**src/rtl/enc_codeword_gen_16bit.sv**
```systemverilog
// Streaming extended-Hamming (16,11) SECDED encoder with a two-register pipeline,
// full backpressure and an optional per-word error-injection XOR mask.
module enc_codeword_gen_16bit #(
  parameter int CNT_W     = 16,
  parameter int INJECT_EN = 1
) (
  input  logic             clk,
  input  logic             rst,
  input  logic [10:0]      data_in,
  input  logic [15:0]      inj_mask,
  input  logic             in_valid,
  output logic             in_ready,
  output logic [15:0]      codeword_out,
  output logic             out_valid,
  input  logic             out_ready,
  output logic [CNT_W-1:0] word_cnt,
  output logic             busy
);

  logic        s1_valid;
  logic [10:0] s1_data;
  logic [15:0] s1_mask;
  logic        s2_valid;
  logic        load1;
  logic        load2;
  logic [15:0] enc_word;
  logic [15:0] eff_mask;

  // Parity columns follow the decoder's parity-check matrix; c11 closes overall parity.
  function automatic logic [15:0] encode(input logic [10:0] d);
    logic p15, p14, p13, p12, p11;
    p15 = d[0] ^ d[2] ^ d[4] ^ d[6] ^ d[7] ^ d[9] ^ d[10];
    p14 = d[0] ^ d[1] ^ d[4] ^ d[5] ^ d[7] ^ d[8] ^ d[10];
    p13 = d[0] ^ d[1] ^ d[2] ^ d[3] ^ d[7] ^ d[8] ^ d[9];
    p12 = d[0] ^ d[1] ^ d[2] ^ d[3] ^ d[4] ^ d[5] ^ d[6];
    p11 = (^d) ^ p12 ^ p13 ^ p14 ^ p15;
    return {p15, p14, p13, p12, p11, d};
  endfunction

  assign in_ready  = ~s1_valid | ~s2_valid | out_ready;
  assign load1     = in_valid & in_ready;
  assign load2     = s1_valid & (~s2_valid | out_ready);
  assign out_valid = s2_valid;
  assign busy      = s1_valid | s2_valid;
  assign enc_word  = encode(s1_data);
  assign eff_mask  = (INJECT_EN != 0) ? s1_mask : 16'h0000;

  always_ff @(posedge clk) begin
    if (rst) begin
      s1_valid <= 1'b0;
      s1_data  <= '0;
      s1_mask  <= '0;
    end else begin
      if (load1) begin
        s1_valid <= 1'b1;
        s1_data  <= data_in;
        s1_mask  <= inj_mask;
      end else if (load2) begin
        s1_valid <= 1'b0;
      end
    end
  end

  // Stage 2 holds its word until downstream takes it; a refill may overlap the drain.
  always_ff @(posedge clk) begin
    if (rst) begin
      s2_valid     <= 1'b0;
      codeword_out <= 16'h0000;
    end else begin
      if (load2) begin
        s2_valid     <= 1'b1;
        codeword_out <= enc_word ^ eff_mask;
      end else if (out_ready) begin
        s2_valid <= 1'b0;
      end
    end
  end

  always_ff @(posedge clk) begin
    if (rst) begin
      word_cnt <= '0;
    end else if (s2_valid & out_ready) begin
      word_cnt <= word_cnt + CNT_W'(1);
    end
  end

endmodule

```
**config.mk**
```make
export PLATFORM = sky130hd
export DESIGN_NAME = enc_codeword_gen_16bit
export DESIGN_NICKNAME = d
export VERILOG_FILES = /design/src/rtl/enc_codeword_gen_16bit.sv
export SDC_FILE = /design/constraint.sdc
export NUM_CORES = 1
export LEC_CHECK = 0
export BUFFER_PORTS_ARGS = -buffer_cell sky130_fd_sc_hd__buf_2
export CAP_MARGIN = 20
export CORE_ASPECT_RATIO = 1.25
export CORE_MARGIN = 2
export CORE_UTILIZATION = 56
export DETAILED_ROUTE_END_ITERATION = 12
export PLACE_DENSITY = 0.84
export SLEW_MARGIN = 20
export SYNTH_ARGS = -nofsm -noshare
export SYNTH_HDL_FRONTEND = slang
export SYNTH_SLANG_ARGS = --single-unit
```
**constraint.sdc**
```tcl
create_clock -name clk -period 4.3 [get_ports clk]
set_clock_uncertainty 0.15 [all_clocks]
set_input_delay 0.43 -clock clk [delete_from_list [all_inputs] [get_ports clk]]
set_output_delay 0.43 -clock clk [all_outputs]
set_load 0.01 [all_outputs]
```
==> qor.txt <==
Run status = finished clean
Crit path DAT = 2160 ps
Worst Tran Pin Value = 1057 ps
Worst EP required = 4370 ps
Routed Wire Length = 5.481 mm
Top cell family by delay on the critical path = simple AND/OR/NAND/NOR gates
Count of endpoints failing hold in the final timing report = 0
Tightest hold margin = 185.1 ps
Port-buffer cells = 65
Via Count = 2180
Clock tree from TritonCTS = yes
Flop and latch count out of synthesis = 61
Total congestion overflow = 0
Worst Setup Slack post-DPL = 2190 ps
Largest buffer count on any clock path = 2
Largest fanout of any net on the critical path = 30
Row count = 27
Launch instance of the worst register-to-register path = out_valid
Number of cells on the worst hold path = 3
Area of the die = 5203 um2
Post-route total power = 1286 uW
Setup Fix Bufs, Post-CTS = 0
Mean instance size in the synthesized netlist = 8.658 um2
Critical path cell sequence = or2b_1 > and2_1 > nor2_1 > a211oi_1
Syn-to-layout area delta = 20.52%
Kind of critical path = reg -> reg
R2R cell count = 4
Setup repair after global routing missed its margin = no
Endpoint type of the worst setup path = flip-flop
Flop-to-flop setup slack = 2220 ps
Count of final setup violators = 0
Maximum number of pins on one net before global-route repair = 62
Count of nets left with antenna violations after detail routing = 0
Synthesized cell area = 2597 um2
PD cells = 411.0 nW/um2
Static Leak = 0.001313 uW
Area leader, netlist = sky130_fd_sc_hd__dfxtp_1
Post-cts resize count = 0
Routed length per placed instance = 12.93 um
Maximum capacitance violations = 0
Area share of the largest cell type after synthesis = 47.01%
Endpoint of the worst-slack reg-to-reg timing path = codeword_out[8]
Vias in the first global route = 2035
Hold_sp = inj_mask[13]
Period utilization = 48.44%
Accumulated negative setup slack = 0 ps
Fraction of registers with async set or reset after synthesis = 0%
Library cell with the highest instance count after synthesis = sky130_fd_sc_hd__nand2_1
Number of antenna violations at the first check in global routing = 0
Total iterations of the first detailed-routing run = 4
Most used flip-flop cell after synthesis = sky130_fd_sc_hd__dfxtp_1
Average via count per standard cell = 5.142
Starting Density = 58.69%
CTS clk-pin slew, worst paths = 70 ps
Fillcell total = 369
Number of sinks handled by clock tree synthesis = 61
Overall fraction of global-route tracks in use = 22.73%
RePlAce Congestion = 0.8349
Cell area reported after detailed placement = 2939 um2
Number of library cell types mapped by synthesis = 25
Buffers plus inverters on the worst setup path = 0
Post-synthesis net count = 332
Area of all placed cells without fillers = 3131 um2
Net count reported at finish = 393
Die W = 64.92 um
Hpwl dp = 3.794 mm
Slew HR = 29.53%
Hold worst-path end = eff_mask[13]
Fraction of layout instances using a drive strength above 1 = 22.68%
Sequential element share of the synthesized area = 47.01%
Maximum vdd drop = 0.3476 mV
Cell with the biggest individual delay on the critical path = sky130_fd_sc_hd__and2_1
Number of hold buffers added after CTS = 0
Ports = 66
Post-route DRC = 0
Number of diodes = 0
Reg area = 1221 um2
Main area contributors after synthesis = sky130_fd_sc_hd__dfxtp_1, sky130_fd_sc_hd__xnor2_1, sky130_fd_sc_hd__nand2_1
First-pass GRT wire length = 9.121 mm
Floorplan Core Area = 4425 um2
Root buf cell = sky130_fd_sc_hd__clkbuf_8
Cells after Synth = 300
Final setup margin = 2217 ps
Clock buffer count from CTS = 9
Top cell types by occurrence after synthesis = sky130_fd_sc_hd__nand2_1, sky130_fd_sc_hd__dfxtp_1, sky130_fd_sc_hd__a21oi_1
Minimum clock period = 2083 ps
Insertion delay to the later sink of the worst-skew pair = 330 ps
Number of design-rule violations left by the first detailed-router iteration = 201
Die boundary height = 80.15 um
Yosys warning count = 0
Number of synthesized flops with an enable pin = 0
Total area of multi-input combinational cells = 1301 um2
Count of H-tree levels built during CTS = 3
Startpoint Class = flip-flop
Highest clock rate = 480.1 MHz
Path category of the worst min-delay check = in -> reg
Critical Path Max Stage Delay = 750 ps
Final Max Slew Viols = 0
## cell families after synthesis
family	share of synthesized area, %
simple gates	20.47
flops	47.01
compound gates	12.33
xor+xnor	16.81
buf+inv	2.890
fa+ha+maj	0.4816
## report_power, final
group	total [uW]	switching (uW)	internal (uW)
sequential	617	23.4	594
clock	490	210	279
combinational	180	87.9	91.6
total	1290	322	965
## sequential cells by signal, indices dropped and copies added (netlist names)
name	flops
s1_data	11
codeword_out	16
word_cnt	16
s1_valid	1
eff_mask	16
out_valid	1
## cell usage in the layout, fill, tap and decap left out, types with 6 or more instances in the layout
cell                       count
sky130_fd_sc_hd__xnor2_1      30
sky130_fd_sc_hd__a21oi_1      36
sky130_fd_sc_hd__nand2_1      65
sky130_fd_sc_hd__nor2_1       26
sky130_fd_sc_hd__buf_2        65
sky130_fd_sc_hd__a211oi_1     15
sky130_fd_sc_hd__dfxtp_1      61
sky130_fd_sc_hd__nand3_1       6
sky130_fd_sc_hd__xor2_1        7
sky130_fd_sc_hd__clkbuf_8     10
## cell type report
type | instances | share of cell area (%)
inverters | 5 | 0.5995
well taps | 58 | 2.318
repair buffers | 65 | 10.39
multi-input cells | 219 | 41.57
flip-flops and latches | 61 | 39.01
clock inverters | 5 | 1.599
clock buffers | 11 | 4.516
## routing by layer
metal	up-vias	routed length (um)	GRT usage [%]
met1	980	2371	27.58
met2	70	2782	38.45
met4	0	63	12.13
met5	-	0	0
met3	6	263	3.501
li1	1124	-	-
## stage by stage
step           utilization [%]  cells
4_1_cts                  70.74    424
6_report                 70.74    424
3_3_place_gp             66.41    408
2_1_floorplan                -    300
5_1_grt                  70.74    424
3_5_place_dp             66.41    408
## worst register-to-register path, delay by kind of cell, from the launching register on
kind	cells	cell delay [ps]
simple gates	3	1130
flops	1	400
compound gates	1	300
## worst max path at each step
stage	startpoint	to	cells past startpoint
finish	out_valid	codeword_out[8]	4
global route	out_valid	codeword_out[8]	4
CTS	out_valid	codeword_out[8]	4
detailed placement	out_ready	codeword_out[8]	5
global placement	out_ready	eff_mask[9]	5
floorplan	out_valid	word_cnt[13]	4
Note: power is estimated with default switching activity, not from simulation.
